File: src/rtl/cache_fill_fsm_if.sv
// Handshake bundle between the cache, the block-fill controller and memory4c.
// The master modport is the fill controller; the slave modport is its environment.
interface cache_fill_fsm_if #(
  parameter int unsigned ADDR_WIDTH      = 16,
  parameter int unsigned WORDS_PER_BLOCK = 8
);
  localparam int unsigned OFF_W = $clog2(WORDS_PER_BLOCK);

  // cache -> controller
  logic                  miss_detected;
  logic [ADDR_WIDTH-1:0] miss_address;
  // memory4c -> controller
  logic                  memory_data_valid;
  logic [15:0]           memory_data;
  // controller -> cache / memory4c
  logic                  fsm_busy;
  logic                  memory_enable;
  logic                  memory_wr;
  logic [ADDR_WIDTH-1:0] memory_address;
  logic [15:0]           fill_data;
  logic [OFF_W-1:0]      fill_word_offset;
  logic                  write_data_array;
  logic                  write_tag_array;

  modport master (
    input  miss_detected, miss_address, memory_data_valid, memory_data,
    output fsm_busy, memory_enable, memory_wr, memory_address,
           fill_data, fill_word_offset, write_data_array, write_tag_array
  );

  modport slave (
    output miss_detected, miss_address, memory_data_valid, memory_data,
    input  fsm_busy, memory_enable, memory_wr, memory_address,
           fill_data, fill_word_offset, write_data_array, write_tag_array
  );
endinterface

File: src/rtl/cache_fill_fsm.sv
// Block-fill controller: on a cache miss, issues one word read per cycle for the
// whole aligned block, steers each returned word into the data array as memory
// data_valid pulses arrive, and writes the tag alongside the final word.
// Completion is driven by counting returned words, so any memory latency works.
module cache_fill_fsm #(
  parameter int unsigned ADDR_WIDTH      = 16,
  parameter int unsigned WORDS_PER_BLOCK = 8
) (
  input logic              clk,
  input logic              rst,
  cache_fill_fsm_if.master bus
);
  localparam int unsigned           OFF_W      = $clog2(WORDS_PER_BLOCK);
  localparam logic [OFF_W-1:0]      LAST_WORD  = OFF_W'(WORDS_PER_BLOCK - 1);
  localparam logic [ADDR_WIDTH-1:0] ALIGN_MASK = ~ADDR_WIDTH'(2 * WORDS_PER_BLOCK - 1);

  typedef enum logic [1:0] {
    IDLE  = 2'd0,
    ISSUE = 2'd1,
    WAIT  = 2'd2
  } state_t;

  state_t                state;
  logic [ADDR_WIDTH-1:0] base_addr;
  logic [ADDR_WIDTH-1:0] mem_addr;
  logic [OFF_W-1:0]      issue_cnt;
  logic [OFF_W-1:0]      recv_cnt;
  logic                  mem_en;
  logic                  busy;

  logic                  receiving;
  logic                  data_hit;
  logic                  last_hit;
  logic [OFF_W-1:0]      next_issue;
  logic [ADDR_WIDTH-1:0] aligned_miss;

  // Receive qualifiers and address helpers derived from current state.
  always_comb begin
    receiving    = (state == ISSUE) || (state == WAIT);
    data_hit     = receiving && bus.memory_data_valid;
    last_hit     = data_hit && (recv_cnt == LAST_WORD);
    next_issue   = issue_cnt + OFF_W'(1);
    aligned_miss = bus.miss_address & ALIGN_MASK;
  end

  // Fill sequencing: request issue, word counting and registered request outputs.
  always_ff @(posedge clk or posedge rst) begin
    if (rst) begin
      state     <= IDLE;
      base_addr <= '0;
      mem_addr  <= '0;
      issue_cnt <= '0;
      recv_cnt  <= '0;
      mem_en    <= 1'b0;
      busy      <= 1'b0;
    end else begin
      case (state)
        IDLE: begin
          if (bus.miss_detected) begin
            base_addr <= aligned_miss;
            mem_addr  <= aligned_miss;
            issue_cnt <= '0;
            recv_cnt  <= '0;
            mem_en    <= 1'b1;
            busy      <= 1'b1;
            state     <= ISSUE;
          end
        end
        ISSUE: begin
          issue_cnt <= next_issue;
          if (issue_cnt == LAST_WORD) begin
            // Last request is out; address holds for the remainder of the fill.
            mem_en <= 1'b0;
            state  <= WAIT;
          end else begin
            // Block is aligned, so the word offset never carries into the tag bits.
            mem_addr <= base_addr + ADDR_WIDTH'({next_issue, 1'b0});
          end
        end
        WAIT: begin
        end
        default: begin
          mem_en <= 1'b0;
          busy   <= 1'b0;
          state  <= IDLE;
        end
      endcase

      // Returned words are counted; the final one ends the fill on this edge.
      if (data_hit) begin
        recv_cnt <= recv_cnt + OFF_W'(1);
        if (last_hit) begin
          mem_en <= 1'b0;
          busy   <= 1'b0;
          state  <= IDLE;
        end
      end
    end
  end

  // Request side comes straight from registers; write strobes follow data_valid
  // in the same cycle so the data array captures memory_data as it arrives.
  assign bus.fsm_busy         = busy;
  assign bus.memory_enable    = mem_en;
  assign bus.memory_wr        = 1'b0;
  assign bus.memory_address   = mem_addr;
  assign bus.fill_data        = bus.memory_data;
  assign bus.fill_word_offset = recv_cnt;
  assign bus.write_data_array = data_hit;
  assign bus.write_tag_array  = last_hit;

endmodule

File: src/flat_wrapper.sv
// flat-port wrapper written by rule: the top's interface ports become plain ports
module cache_fill_fsm_flat 
#(
  parameter int unsigned ADDR_WIDTH      = 16,
  parameter int unsigned WORDS_PER_BLOCK = 8
)
  (clk, rst, bus_miss_detected, bus_miss_address, bus_memory_data_valid, bus_memory_data, bus_fsm_busy, bus_memory_enable, bus_memory_wr, bus_memory_address, bus_fill_data, bus_fill_word_offset, bus_write_data_array, bus_write_tag_array);
  cache_fill_fsm_if #(.ADDR_WIDTH(ADDR_WIDTH), .WORDS_PER_BLOCK(WORDS_PER_BLOCK)) bus_i ();
  input logic clk;
  input logic rst;
  input wire logic [$bits(bus_i.miss_detected)-1:0] bus_miss_detected;
  input wire logic [$bits(bus_i.miss_address)-1:0] bus_miss_address;
  input wire logic [$bits(bus_i.memory_data_valid)-1:0] bus_memory_data_valid;
  input wire logic [$bits(bus_i.memory_data)-1:0] bus_memory_data;
  output wire logic [$bits(bus_i.fsm_busy)-1:0] bus_fsm_busy;
  output wire logic [$bits(bus_i.memory_enable)-1:0] bus_memory_enable;
  output wire logic [$bits(bus_i.memory_wr)-1:0] bus_memory_wr;
  output wire logic [$bits(bus_i.memory_address)-1:0] bus_memory_address;
  output wire logic [$bits(bus_i.fill_data)-1:0] bus_fill_data;
  output wire logic [$bits(bus_i.fill_word_offset)-1:0] bus_fill_word_offset;
  output wire logic [$bits(bus_i.write_data_array)-1:0] bus_write_data_array;
  output wire logic [$bits(bus_i.write_tag_array)-1:0] bus_write_tag_array;
  assign bus_i.miss_detected = bus_miss_detected;
  assign bus_i.miss_address = bus_miss_address;
  assign bus_i.memory_data_valid = bus_memory_data_valid;
  assign bus_i.memory_data = bus_memory_data;
  assign bus_fsm_busy = bus_i.fsm_busy;
  assign bus_memory_enable = bus_i.memory_enable;
  assign bus_memory_wr = bus_i.memory_wr;
  assign bus_memory_address = bus_i.memory_address;
  assign bus_fill_data = bus_i.fill_data;
  assign bus_fill_word_offset = bus_i.fill_word_offset;
  assign bus_write_data_array = bus_i.write_data_array;
  assign bus_write_tag_array = bus_i.write_tag_array;
  cache_fill_fsm #(.ADDR_WIDTH(ADDR_WIDTH), .WORDS_PER_BLOCK(WORDS_PER_BLOCK)) u_core (.clk(clk), .rst(rst), .bus(bus_i));
endmodule
File: config.mk
export PLATFORM = sky130hd
export DESIGN_NAME = cache_fill_fsm_flat
export DESIGN_NICKNAME = d
export VERILOG_FILES = /design/src/rtl/cache_fill_fsm_if.sv /design/src/rtl/cache_fill_fsm.sv /design/src/flat_wrapper.sv
export SDC_FILE = /design/constraint.sdc
export NUM_CORES = 1
export LEC_CHECK = 0
export BUFFER_PORTS_ARGS = -buffer_cell sky130_fd_sc_hd__buf_2
export CAP_MARGIN = 10
export CELL_PAD_IN_SITES_DETAIL_PLACEMENT = 1
export CELL_PAD_IN_SITES_GLOBAL_PLACEMENT = 2
export CORE_ASPECT_RATIO = 0.9
export CORE_MARGIN = 4
export CORE_UTILIZATION = 34
export CTS_BUF_LIST = sky130_fd_sc_hd__clkbuf_8
export CTS_CLUSTER_SIZE = 20
export DETAILED_ROUTE_END_ITERATION = 16
export MAX_ROUTING_LAYER = met4
export PLACE_DENSITY_LB_ADDON = 0.08
export RECOVER_POWER = 100
export SYNTH_ARGS = -nofsm -noshare
export SYNTH_HDL_FRONTEND = slang
export SYNTH_SLANG_ARGS = --single-unit
File: constraint.sdc
create_clock -name clk -period 3.96 [get_ports clk]
set_clock_uncertainty 0.05 [all_clocks]
set_input_delay 0.792 -clock clk [delete_from_list [all_inputs] [get_ports clk]]
set_output_delay 0.792 -clock clk [all_outputs]
set_load 0.05 [all_outputs]
==> summary.md, run 1 <==
| Metric | Value |
|---|---|
| Synth Cell Area | 1888 um2 |
| Actual slew at the worst max-slew pin | 2.041 ns |
| Routed vias | 1148 |
| Register area share after synthesis | 49.04% |
| Num ports | 76 |
| Synth area leaders | dfrtp_1 49%, mux2_2 17%, buf_4 7.2% |
| Met3 wire length | 276 um |
| Worst min path class | flip-flop to flip-flop |
| Die span in x | 86.55 um |
| Top post-synthesis cells by count | 37 x dfrtp_1, 29 x mux2_2, 18 x buf_4 |
| Die Height | 78.70 um |
| WL/cell | 16.40 um |
| WHS Path Cells | 1 |
| WS Path Type | flip-flop to flip-flop |
| Drt total wl | 3822 um |
| R2R setup slack | 1.18 ns |
| Critical Path End Type | flip-flop |
| Min-delay src | u_core.bus.memory_address[13] |
| Drt first pass iters | 4 |
| Reg2reg start | u_core.state[1] |
| First-pass GRT wire length | 6527 um |
| Failing checks | capacitance limit, slew limit |
| Synth warnings | 0 |
| CP top delay family | buffers and inverters |
| Post-synth top area share | 49.04% |
| TNS Setup | 0 ns |
| Post-cts resize count | 0 |
| Count of different cell masters after synthesis | 27 |
| Final Max Slew Viols | 38 |
| Yosys reg bits | 37 |
| Final min period | 2.776 ns |
| Ratio of final minimum period to clock period | 70.11% |
| CP startpoint kind | flip-flop |
| CTS tree | built |
| Count leader, synth | dfrtp_1 |
| CTS H-tree depth | 2 |
| Synth Flop Type | dfrtp_1 |
| Synth-to-layout area growth | 7.091% |
| Antenna diode count | 0 |
| R2R Path End | u_core.bus.memory_address[8] |
| Initial antenna violation count | 0 |
| Post-CTS setup buffer count | 0 |
| Clock slew at reported path FFs | 0.07 ns |
| Hold WS | 0.4420 ns |
| Port Buffers | 37 |
| Cell row count | 25 |
| Pre-CTS setup slack | 1.724 ns |
| Antenna Violating Nets Remaining | 0 |
| Area of the die | 6811 um2 |
| Initial Util | 35.51% |
| RSZ-0062 raised after global routing | no |
| Worst EP required | 4.08 ns |
| Leading area contributor after synthesis | dfrtp_1 |
| Final setup fails | 0 |
| Worst slew margin | -36.10% |
| RePlAce Congestion | 0.7154 |
| CP Cell Sequence | inv_1 -> ha_1 -> clkbuf_1 -> a21o_1 -> mux2_2 |
| Cells after synthesis | 142 |
| Crit path arrival time | 2.90 ns |
| FF-to-FF path depth | 5 |
| Worst setup margin | 1.184 ns |
| Clk root buf | clkbuf_8 |
| Share of cells above drive strength 1 | 30.72% |
| Crit path largest cell delay | 0.84 ns |
| Hold Crit Endpoint | u_core.bus.memory_address[13] |
| DRT iter0 DRCs | 31 |
| Uppermost layer routed | met4 |
| Max-cap violations | 1 |
| Fmax achieved | 360.2 MHz |
| Post-synth EDFFs | 0 |
| Worst-path fanout max | 21 |
| Crit path buf inv count | 2 |
| Vias per cell | 4.927 |
| Total track usage | 12.66% |
| Vias in the first global route | 1323 |
| Lkg Pwr | 0.9199 nW |
| Status | finished, violations left |
| Final #Nets | 210 |
| Total gr overflow | 0 |
| Final Hold Vio Count | 0 |
| DP HPWL | 2755 um |
| Met1 Wirelength | 1516 um |
| CTS Buffer Depth | 2 |
| Clk_lat worst skew | 0.28 ns |
| Worst VDD drop | 0.0002939 V |
| Pwr Density | 943.4 nW/um2 |
| CTS buffer count | 5 |
| Slowest CP cell | clkbuf_1 |
| Util after Layout | 38.02% |
| Final total power | 1.907 mW |
| Pin count of the biggest net entering global routing | 38 |
| Mean Syn Cell Area | 13.30 um2 |
| Met2 WL | 1895 um |
| Sink Count | 37 |
| Core box area | 5318 um2 |
| Post-synth ARST share | 100.0% |
| # hold bufs at CTS | 0 |
| DRC violations left | 0 |
## flip-flops by register name (all words and copies together) (netlist names)
signal,flops
u_core.state,2
u_core.bus.fill_word_offset,3
u_core.issue_cnt,3
u_core.base_addr,12
u_core.bus.memory_enable,1
u_core.bus.fsm_busy,1
u_core.bus.memory_address,15
## area by class of cell
type	count	area (um2)
clock buffers	6	82.58
repair buffers	39	165.2
flip-flops and latches	37	925.9
clock inverters	1	3.754
multi-input cells	78	742.0
well taps	67	83.83
inverters	5	18.77
fillers	603	3296
## kinds of logic (layout without fill, tap and decap cells)
kind of cell | count (synthesis) | in the layout | synth area share, %
mux | 40 | 40 | 25.51
flops | 37 | 37 | 49.04
buf+inv | 28 | 51 | 9.676
compound gates | 16 | 16 | 7.090
simple gates | 12 | 12 | 3.181
fa+ha+maj | 8 | 8 | 5.302
other cells | 1 | 2 | 0.1986
## routing by layer
layer | global-route usage (%) | vias to the layer above
li1 | - | 524
met1 | 13.63 | 565
met2 | 21.18 | 31
met3 | 4.357 | 28
met4 | 5.452 | 0
met5 | - | -
## power breakdown
| group | total [mW] | internal, mW | switching, mW |
|---|---|---|---|
| clock | 0.262 | 0.136 | 0.126 |
| combinational | 0.984 | 0.332 | 0.653 |
| sequential | 0.661 | 0.562 | 0.0999 |
| total | 1.91 | 1.03 | 0.878 |
## through the flow
stage | cells | area, um2
finish | 233 | 2022
global placement | 226 | 2012
CTS | 233 | 2098
floorplan | 143 | 1892
detailed placement | 226 | 2012
global route | 233 | 2022
## layout by cell type (no fill, tap or decap), drive strengths merged
cell    netlist  routed
a21oi         2       2
buf          21      15
conb          1       2
o31a          1       1
clkbuf        2      30
mux2i         2       2
and3          1       1
nand2         4       4
o221a         1       1
nand2b        1       1
a21o          1       1
inv           5       6
a32o          2       2
o21a          2       2
nor2          2       2
a21boi        1       1
mux2         38      38
a22o          4       4
a31oi         1       1
nor2b         2       2
and2          2       2
o21ai         1       1
ha            8       8
dfrtp        37      37
## how the worst max path moves through the flow
stage                                         startpoint                           end  cells after the start
after global routing                     u_core.state[1]  u_core.bus.memory_address[9]                      5
final                                    u_core.state[1]  u_core.bus.memory_address[8]                      5
after CTS                                u_core.state[1]          bus_write_data_array                      4
after floorplan           u_core.bus.fill_word_offset[1]           bus_write_tag_array                      3
after detailed placement           bus_memory_data_valid          bus_write_data_array                      3
after global placement             bus_memory_data_valid          bus_write_data_array                      3
No activity file was read; power rests on OpenSTA's default activity.
==> inputs of run 2 (changes only) <==
- CORE_UTILIZATION: 34 -> 31
- clock period: 3.96 -> 2.9 ns (I/O delays scaled with it)
==> summary.md, run 2 (synthesis results as in run 1) <==
| Metric | Value |
|---|---|
| Port Buffers | 37 |
| Post-CTS setup buffer count | 0 |
| Net switching power | 1.207 mW |
| Commonest non-fill, non-tap cell in the layout | dfrtp_1 |
| First-pass GRT wire length | 6437 um |
| Util after Layout | 35.03% |
| Part of the power in registers | 35.0% |
| Worst min path class | input port to async pin |
| Ratio of final minimum period to clock period | 85.25% |
| # hold bufs at CTS | 0 |
| Total gr overflow | 0 |
| Clock slew at reported path FFs | 0.08 ns |
| Die Height | 82.04 um |
| CTS Buffer Depth | 2 |
| Clk_lat worst skew | 0.28 ns |
| Drt first pass iters | 3 |
| Placed Cells | 229 |
| Status | completed |
| Initial Util | 32.61% |
| Crit path arrival time | 1.84 ns |
| Routed vias | 1159 |
| Worst slew margin | 47.48% |
| Final min period | 2.472 ns |
| Final #Nets | 210 |
| Non-Filler Instances | 235 |
| TNS Setup | 0 ns |
| CTS H-tree depth | 2 |
| Worst VDD drop | 0.0004616 V |
| Max FFs per register | 15 |
| Final setup fails | 0 |
| Final total power | 2.594 mW |
| Final Hold Vio Count | 0 |
| Combinational Power Share | 52.2% |
| Pin count of the biggest net entering global routing | 38 |
| CP startpoint kind | flip-flop |
| DRT iter0 DRCs | 18 |
| Max-cap violations | 0 |
| Worst-path fanout max | 5 |
| Synth-to-layout area growth | 7.422% |
| Clk pwr share | 12.8% |
| Area of the die | 7405 um2 |
| Antenna Violating Nets Remaining | 0 |
| Dpl cell area | 2016 um2 |
| Worst EP required | 2.27 ns |
| Total track usage | 11.53% |
| Pwr Density | 1279 nW/um2 |
| Vias per cell | 4.932 |
| Post-route cell area | 2028 um2 |
| Actual slew at the worst max-slew pin | 0.7874 ns |
| Fmax achieved | 404.5 MHz |
| Met3 wire length | 249 um |
| CTS tree | built |
| Post-cts resize count | 0 |
| Met2 WL | 1857 um |
| Most frequent cells in the layout | 37 x dfrtp_1, 29 x mux2_2, 22 x clkbuf_1 |
| Die span in x | 90.27 um |
| CTS buffer count | 5 |
| Num ports | 76 |
| Worst setup margin | 0.4276 ns |
| Critical Path End Type | primary output |
| Sink Count | 37 |
| DRC violations left | 0 |
| Vias in the first global route | 1277 |
| Cell row count | 26 |
| Final Max Slew Viols | 0 |
| Clk root buf | clkbuf_8 |
| Internal | 1.387 mW |
| WS Path Type | flip-flop to primary output |
| RePlAce Congestion | 0.6728 |
| Share of cells above drive strength 1 | 32.73% |
| Hold WS | 0.3509 ns |
| Initial antenna violation count | 0 |
| WL/cell | 16.77 um |
| DP HPWL | 2848 um |
| Met1 Wirelength | 1735 um |
| Lkg Pwr | 0.9190 nW |
| RSZ-0062 raised after global routing | no |
| Pre-CTS setup slack | 0.7328 ns |
| Uppermost layer routed | met4 |
| Drt total wl | 3940 um |
| Antenna diode count | 0 |
| Sw Share | 46.52% |
| Core box area | 5791 um2 |
## run 2: worst paths after layout
path / start / to / slack, ns / cells past startpoint
min reg2reg: u_core.bus.memory_enable / u_core.bus.memory_enable / 0.45 / 1
max: u_core.state[1] / bus_write_data_array / 0.43 / 4
max in group asynchronous: rst / u_core.bus.memory_address[4] / 2.11 / 3
min in group clk: u_core.bus.memory_enable / u_core.bus.memory_enable / 0.45 / 1
max reg2reg: u_core.state[0] / u_core.bus.fill_word_offset[0] / 0.77 / 5
min: rst / u_core.bus.memory_address[2] / 0.35 / 3
## run 2: power by group through the flow
stage / logic (mW) / clock network [mW] / registers, mW
global route: 1.47 / 0.366 / 0.944
floorplan: 0.819 / 0 / 1.35
CTS: 1.51 / 0.349 / 0.911
finish: 1.35 / 0.331 / 0.908
detailed placement: 1.51 / 0 / 0.919
global placement: 1.48 / 0 / 0.899
## run 2: layout make-up
type	instances	area [um2]
Fill cell	650	3762
Inverter	5	18.77
Tap cell	70	87.58
Timing Repair Buffer	39	172.7
Multi-Input combinational cell	78	749.5
Clock inverter	1	5.005
Clock buffer	5	68.82
Sequential cell	37	925.9
## run 2: worst max-delay path: stages, from the launching register on
cell and delay [ns]:
dfrtp_1 0.41, inv_1 0.08, ha_1 0.33, and2_1 0.24
clkbuf_1 0.49
## run 2: metal layers
metal  up-vias  track usage [%]
li1        519                -
met1       583            12.84
met2        38            19.16
met3        19            3.755
met4         0            5.352
met5         -                -
